[src/rtl/gate_check_pkg.sv]
// Shared encodings for the gate sweep checker: expected-function opcodes,
// sweep FSM states and the error counter ceiling.
// Latency: n/a (types and constants only). Backpressure: n/a.
package gate_check_pkg;

  typedef enum logic [1:0] {
    OP_NOT  = 2'b00,
    OP_PASS = 2'b01,
    OP_INC  = 2'b10,
    OP_NEG  = 2'b11
  } op_e;

  typedef enum logic [1:0] {
    ST_IDLE = 2'b00,
    ST_RUN  = 2'b01,
    ST_DONE = 2'b10
  } state_e;

  localparam logic [15:0] ERR_MAX = 16'hFFFF;

endpackage

[src/rtl/gate_expect.sv]
// Reference value of an elementary 16-bit-style gate for a given opcode.
// Latency: purely combinational. Backpressure: none.
// Ports: op (expected function), a (gate input), y (expected gate output).
module gate_expect
  import gate_check_pkg::*;
#(
  parameter int WIDTH = 16
) (
  input  op_e              op,
  input  logic [WIDTH-1:0] a,
  output logic [WIDTH-1:0] y
);
  localparam logic [WIDTH-1:0] ONE = WIDTH'(1);

  // INC and NEG wrap naturally at WIDTH bits: INC(all ones)=0, NEG(MSB only)=MSB only.
  always_comb begin
    y = a;
    case (op)
      OP_NOT:  y = ~a;
      OP_PASS: y = a;
      OP_INC:  y = a + ONE;
      OP_NEG:  y = ~a + ONE;
      default: y = a;
    endcase
  end
endmodule

[config.mk]
export PLATFORM = sky130hd
export DESIGN_NAME = gate_expect
export DESIGN_NICKNAME = d
export VERILOG_FILES = /design/src/rtl/gate_check_pkg.sv /design/src/rtl/gate_expect.sv
export SDC_FILE = /design/constraint.sdc
export NUM_CORES = 1
export LEC_CHECK = 0
export BUFFER_PORTS_ARGS = -buffer_cell sky130_fd_sc_hd__buf_2
export CORE_MARGIN = 2
export CORE_UTILIZATION = 58
export DETAILED_ROUTE_END_ITERATION = 6
export PLACE_DENSITY = 0.91
export SKIP_LAST_GASP = 1
export SYNTH_ARGS = -nofsm -noshare
export SYNTH_HDL_FRONTEND = slang
export SYNTH_SLANG_ARGS = --single-unit
[constraint.sdc]
create_clock -name vclk -period 4.14
set_clock_uncertainty 0.1 [all_clocks]
set_input_delay 0.621 -clock vclk [all_inputs]
set_output_delay 0.621 -clock vclk [all_outputs]
set_load 0.1 [all_outputs]
==> impl_metrics.ini, run 1 <==
[timing]
tns_ns = 0
setup_viol = 0
timing.final.crit_share_pct = 87.8
slew_viol_final = 0
hold_violations = 0
max_freq_mhz = 275
min_period_ns = 3.63
holdWs_ns = 1.60
rsz0062_at_grt = false
max_slew_margin_pct = 67.2
fin_ws_ns = 0.507
worstMarginPinSlew_ns = 0.487

[global_routing]
first_global_vias = 1025
antenna_found_initial = 0
grt_pass1_wl_um = 4440
grt_overflow = 0
grt_max_degree = 28
gr-usage-all-layers_pct = 28.6

[floorplan]
pin_count = 34
die_y_um = 44.9
initial_core_util_pct = 62.8
coreArea_mm2 = 0.00154
rows = 14
floorplan.die.width_um = 44.9
dieArea_mm2 = 0.00201

[drt]
avgViaCountPerCell = 6.72
drtAntennaViolNets = 0
drt_wl_total_um = 2730
dr.pass1.iters = 4
drt_iter0_markers = 35
remaining_drc_errors = 0
wire_per_inst_um = 15.1
vias = 1216

[final_layout]
drive_gt1_share_pct = 26.7
area_delta_synth_final_pct = 12.7
regArea_um2 = 0
fillers = 145
nets = 185
num_antenna_cells = 0
fin_util_pct = 70.8
fin_cells = 181
seq_cells = 0
multi_input_area_um2 = 893
final_design_area_no_fill_mm2 = 0.00109
nClkBuffers = 0

[synthesis]
yosys-top-cells-area = xnor2_1 13%, nor2_1 6.2%, nand2_1 5.4%
yosysUniqueCellTypes = 55
synth_top_family_by_area = simple AND/OR/NAND/NOR gates
synth_mux_area_share_pct = 2.07
syn-num-nets = 163
synth_area_per_cell_um2 = 6.68
synth_top_area_share_pct = 12.7
synth-xor-area-share_pct = 17.2
yosysSeqAreaShare_pct = 0
synthAdderAreaFrac_pct = 0
synth_top_area_cell = xnor2_1
synth-compound-area-share_pct = 32.7
syn_inst = 145
syn_area_um2 = 968
yosys.area_share.simple_pct = 39.1
ys_warn_count = 0

[worst_setup_path]
cp-start-kind = input pin
path_buf_inv = 2
crit_top_cell = buf_2
cpPeakStageDelay_ns = 0.55
crit_fanout = 27
crit_chain = buf_2 > nand2_1 > or4_1 > a221oi_2 > a41oi_1 > o211ai_2 > buf_2
crit_arrival_ns = 2.91
cp-end-kind = primary output
critPathRequiredTime_ns = 3.42
worst-path-stages = 7
crit_type = in2out
crit_family = simple AND/OR/NAND/NOR gates
slowest_stage = or4_1

[clock_network]
holdBufCountCts = 0
cts_setup_buffers = 0
cts_resized = 0

[placed_design]
gp_congestion = 0.946
io_buffers = 34
placed_cell_area_mm2 = 0.00109
hpwl_um = 2160
pre_cts_slack_ns = 0.529
dpl.cell_count = 181

[power]
vdd.ir_drop.worst_mv = 0.185
p_leak_nw = 0.445
p_total_mw = 0.282
pwr_density_cell_mw_per_mm2 = 258

[run_status]
status = finished, final reports clean

[worst_hold_path]
hold_depth = 3
min_path_type = in2out

[job]
cap_violations = 0
==> worst min-delay path, delay by kind of cell <==
kind	cells	cell delay, ns
buf+inv	2	0.39
xor+xnor	1	0.07
==> cells by family (layout without fill, tap and decap cells) <==
family	after synthesis	after routing
compound gates	41	41
mux	2	2
xor+xnor	19	19
buf+inv	16	36
simple gates	67	67
==> cells in the final DEF (no fill, tap or decap), drive strengths merged, types with 2 or more instances in the layout <==
cell type,synthesis,final
mux2i,2,2
inv,2,2
and3,5,5
buf,10,34
nand2,14,14
nor2,16,16
a211oi,3,3
or4,2,2
a21oi,5,5
or2,3,3
o21ai,4,4
xor2,5,5
xnor2,14,14
nor4,3,3
o221ai,4,4
and4,2,2
a221oi,2,2
o211ai,5,5
a2bb2oi,2,2
nand4,3,3
o21a,3,3
nor3,6,6
nand2b,4,4
o31ai,2,2
==> area by class of cell <==
| class | instances | share of cell area, % |
|---|---|---|
| multi-input cells | 129 | 81.9 |
| repair buffers | 34 | 15.6 |
| well taps | 16 | 1.83 |
| inverters | 2 | 0.688 |
==> layer usage <==
metal | vias up | track usage [%] | part of all wire, %
met5 | - | 0 | 0
met4 | 0 | 8.24 | 1.8
met3 | 6 | 1.20 | 7.7
met2 | 58 | 50.7 | 50
met1 | 562 | 37.6 | 41
li1 | 590 | - | -
==> synth_stat cells (4+ instances only) <==
library cell and number:
a21oi_1 5, and3_1 5, buf_2 6, clkbuf_1 4, nand2_1 14, nand2b_1 4, nor2_1 16, nor3_1 5
o211ai_1 4, o21ai_0 4, o221ai_1 4, xnor2_1 14, xor2_1 5
==> path summary, 6_finish.rpt <==
kind  startpoint    end  slack, ns
max        op[0]  y[14]       0.51
min         a[3]   y[3]       1.60
==> power breakdown <==
part / switching [mW] / internal (mW) / total, mW
clock: 0 / 0 / 0
sequential: 0 / 0 / 0
combinational: 0.227 / 0.0549 / 0.282
total: 0.227 / 0.0549 / 0.282
Power figures use the tool's default switching activity.
==> run 2, diff against run 1 <==
--- a/config.mk
+++ b/config.mk
@@ -8,3 +8,3 @@
 export BUFFER_PORTS_ARGS = -buffer_cell sky130_fd_sc_hd__buf_2
-export CORE_MARGIN = 2
+export CORE_MARGIN = 8
 export CORE_UTILIZATION = 58
==> constraint.sdc (replaced) <==
create_clock -name vclk -period 4.14
set_clock_uncertainty 0.1 [all_clocks]
set_input_delay 0.207 -clock vclk [all_inputs]
set_output_delay 0.207 -clock vclk [all_outputs]
set_load 0.1 [all_outputs]
==> run 2 against run 1 <==
Effect of this change:
- worst hold slack got worse by 0.83 ns
- routed wire length increased by 5.8%
- fmax increased by 27%
- design area decreased by 0.46%
- worst setup slack improved by 0.78 ns
- non-clock buffer count unchanged
- critical path type unchanged
- largest cell class unchanged
==> impl_metrics.ini, run 2 (same netlist as run 1, synthesis figures left out) <==
[placed_design]
hpwl_um = 2280
placed_cell_area_mm2 = 0.00109
io_buffers = 34
gp_congestion = 0.929

[final_layout]
final_design_area_no_fill_mm2 = 0.00109
drive_gt1_share_pct = 26.1
layout_common_cells = 34 x buf_2, 16 x nor2_1, 14 x xnor2_1, 14 x nand2_1
area_delta_synth_final_pct = 12.1
nClkBuffers = 0
num_antenna_cells = 0
nets = 185
seq_cells = 0
final_common_cell = buf_2
regArea_um2 = 0

[worst_setup_path]
crit_top_cell = buf_2
path_buf_inv = 2
critPathRequiredTime_ns = 3.83
cp-end-kind = primary output
crit_family = simple AND/OR/NAND/NOR gates
cpPeakStageDelay_ns = 0.55
crit_fanout = 27
crit_arrival_ns = 2.54
slowest_stage = or4_1
cp-start-kind = input pin
crit_type = in2out
crit_chain = buf_2 > nand2_1 > or4_1 > a221oi_2 > a41oi_1 > o211ai_2 > buf_2
worst-path-stages = 7

[clock_network]
cts_setup_buffers = 0
cts_resized = 0
holdBufCountCts = 0

[timing]
hold_violations = 0
holdWs_ns = 0.776
slew_viol_final = 0
setup_viol = 0
min_period_ns = 2.85
timing.final.crit_share_pct = 68.8
max_freq_mhz = 351
tns_ns = 0
worstMarginPinSlew_ns = 0.547
rsz0062_at_grt = false
max_slew_margin_pct = 63.1

[power]
swShare_pct = 80.6
seqPwrFrac_pct = 0
p_clk_share_pct = 0
p_comb_share_pct = 100.0
pwr_density_cell_mw_per_mm2 = 260
power.switching_mw = 0.228
p_leak_nw = 0.443
vdd.ir_drop.worst_mv = 0.183
internal_power_mw = 0.0547

[global_routing]
first_global_vias = 1175
gr-usage-all-layers_pct = 16.8
grt_pass1_wl_um = 4930
grt_overflow = 0
antenna_found_initial = 0
grt_max_degree = 28

[floorplan]
initial_core_util_pct = 62.8
die_y_um = 56.9
floorplan.die.width_um = 56.9
pin_count = 34
coreArea_mm2 = 0.00154
rows = 14
dieArea_mm2 = 0.00323

[run_status]
status = finished, final reports clean

[drt]
dr.pass1.iters = 4
vias = 1216
remaining_drc_errors = 0
drt_wl_total_um = 2890
avgViaCountPerCell = 6.72
drtAntennaViolNets = 0
drt_iter0_markers = 34
wire_per_inst_um = 15.9

[worst_hold_path]
hold_depth = 3
min_path_type = in2out

[job]
cap_violations = 0
-- run 2: final cells by class --
| type | instances | area, um2 |
|---|---|---|
| multi-input cells | 129 | 888 |
| inverters | 2 | 7.51 |
| fillers | 154 | 455 |
| repair buffers | 34 | 170 |
| well taps | 16 | 20.0 |
-- run 2: per-stage QoR --
stage / total power [mW] / cells / util (%) / setup WS [ns]
after detailed placement: 0.282 / 181 / 70.5 / 1.32
after floorplan: 0.241 / 145 / - / 0.535
after global routing: 0.296 / 181 / 70.5 / 1.18
after CTS: 0.283 / 181 / 70.5 / 1.32
after global placement: 0.278 / 181 / 70.5 / 1.37
final: 0.283 / 181 / 70.5 / 1.29
-- run 2: tightest hold or removal path: cells and delay by family --
| family | cells | cell delay (ns) |
|---|---|---|
| xor+xnor | 1 | 0.07 |
| buf+inv | 2 | 0.39 |
-- run 2: path summary, 6_finish.rpt --
| check | from | endpoint |
|---|---|---|
| max | op[0] | y[14] |
| min | a[3] | y[3] |
-- run 2: per-layer routing --
metal	global-route usage, %	vias up	wire [um]
li1	-	590	-
met2	29.0	55	1400
met3	2.47	4	231
met4	5.37	0	23
met1	20.6	567	1230
met5	0	-	0
-- run 2: power by group through the flow --
stage	Sequential, mW	Clock [mW]	Combinational (mW)
after floorplan	0	0	0.241
after global placement	0	0	0.278
after detailed placement	0	0	0.282
after CTS	0	0	0.283
after global routing	0	0	0.296
final	0	0	0.283
==> run 3, diff against run 2 <==
CORE_UTILIZATION = 49   (was 58)
PLACE_DENSITY = 0.82   (was 0.91)
clock period = 2.4 ns   (was 4.14 ns; I/O delays follow)
==> run 3 against run 2 <==
Effect of this change:
- critical path depth is 1 higher
- largest cell class unchanged
- largest power group unchanged
- combinational power is 120% higher
- sequential cell count unchanged
- sequential share of layout area unchanged
==> impl_metrics.ini, run 3 (same netlist as run 1, synthesis figures left out) <==
[run_status]
status = finished, final reports clean

[final_layout]
final_design_area_no_fill_mm2 = 0.00140
area_delta_synth_final_pct = 44.6
layout_common_cells = 23 x buf_2, 15 x nor2_1, 14 x nand2_1
final_common_cell = buf_2
fillers = 170
regArea_um2 = 0
num_antenna_cells = 0
fin_cells = 196
drive_gt1_share_pct = 35.5
seq_cells = 0
nets = 189
fin_util_pct = 72.9
nClkBuffers = 0

[power]
p_clk_share_pct = 0
seqPwrFrac_pct = 0
p_comb_share_pct = 100.0
swShare_pct = 68.5
internal_power_mw = 0.196
power.switching_mw = 0.426
pwr_density_cell_mw_per_mm2 = 444
p_leak_nw = 0.593
vdd.ir_drop.worst_mv = 0.382

[timing]
max_slew_margin_pct = 57.9
hold_violations = 0
rsz0062_at_grt = false
setup_viol = 0
tns_ns = 0
worstMarginPinSlew_ns = 0.624
min_period_ns = 2.25
holdWs_ns = 0.544
max_freq_mhz = 444
slew_viol_final = 0
timing.final.crit_share_pct = 93.8

[floorplan]
pin_count = 34
initial_core_util_pct = 50.4
die_y_um = 60.5
floorplan.die.width_um = 60.5
coreArea_mm2 = 0.00192
dieArea_mm2 = 0.00365
rows = 16

[placed_design]
hpwl_um = 2650
io_buffers = 34
placed_cell_area_mm2 = 0.00140
dpl.cell_count = 196
gp_congestion = 0.925

[drt]
drt_iter0_markers = 46
drt_wl_total_um = 3330
dr.pass1.iters = 4
drtAntennaViolNets = 0
wire_per_inst_um = 17.0
avgViaCountPerCell = 6.54
remaining_drc_errors = 0
vias = 1282

[global_routing]
gr-usage-all-layers_pct = 18.4
grt_pass1_wl_um = 5470
grt_overflow = 0
antenna_found_initial = 0
first_global_vias = 1208
grt_max_degree = 21

[worst_setup_path]
crit_type = in2out
crit_arrival_ns = 2.03
cp-start-kind = input pin
slowest_stage = nor4_2
crit_fanout = 20
cp-end-kind = primary output
crit_chain = buf_2 > nand2_1 > buf_4 > nor4_2 > o221ai_1 > o21a_1 > o211ai_2 > buf_12
cpPeakStageDelay_ns = 0.38
critPathRequiredTime_ns = 2.18

[clock_network]
cts_resized = 0
cts_setup_buffers = 0
holdBufCountCts = 0

[job]
cap_violations = 0

[worst_hold_path]
worstHoldStart = a[13]
min_path_type = in2out
hold_depth = 3
min_to = y[13]
==> run 3: cell types whose count changed in the layout (fill, tap and decap cells not counted), sizes merged <==
cell and change:
buf +4
==> run 3: routing by layer <==
metal  up-vias  track usage [%]  routed length [um]
met1       596             21.3                1270
li1        597                -                   -
met2        71             34.6                1680
met3        18             2.12                 271
met4         0             4.65                 108
met5         -                0                   0
==> run 3: through the flow <==
| step | setup slack, ns | power [mW] |
|---|---|---|
| final | 0.148 | 0.622 |
| after global routing | 0.0492 | 0.645 |
| after CTS | 0.120 | 0.622 |
| after detailed placement | 0.130 | 0.621 |
| after global placement | 0.237 | 0.613 |
| after floorplan | -0.0990 | 0.445 |
==> run 3: worst max-delay path by stage <==
| stage | from | endpoint | slack [ns] |
|---|---|---|---|
| after floorplan | a[0] | y[8] | -0.1 |
| after global placement | op[1] | y[14] | 0.24 |
| after detailed placement | op[0] | y[8] | 0.13 |
| after CTS | op[0] | y[8] | 0.12 |
| after global routing | op[0] | y[14] | 0.05 |
| final | op[0] | y[14] | 0.15 |
==> run 3: power groups by stage <==
stage	Clock [mW]	Sequential [mW]	Combinational [mW]
2_1_floorplan	0	0	0.445
5_1_grt	0	0	0.645
6_report	0	0	0.622
3_3_place_gp	0	0	0.613
3_5_place_dp	0	0	0.621
4_1_cts	0	0	0.622
==> run 3: critical path, delay by kind of cell <==
kind | cells | cell delay [ns]
simple gates | 2 | 0.49
compound gates | 3 | 0.72
buf+inv | 3 | 0.69
==> run 3: layout make-up <==
class,instances,area (um2),share of cell area [%]
Multi-Input combinational cell,129,993,71.0
Tap cell,27,33.8,2.41
Timing Repair Buffer,38,365,26.1
Inverter,2,7.51,0.536
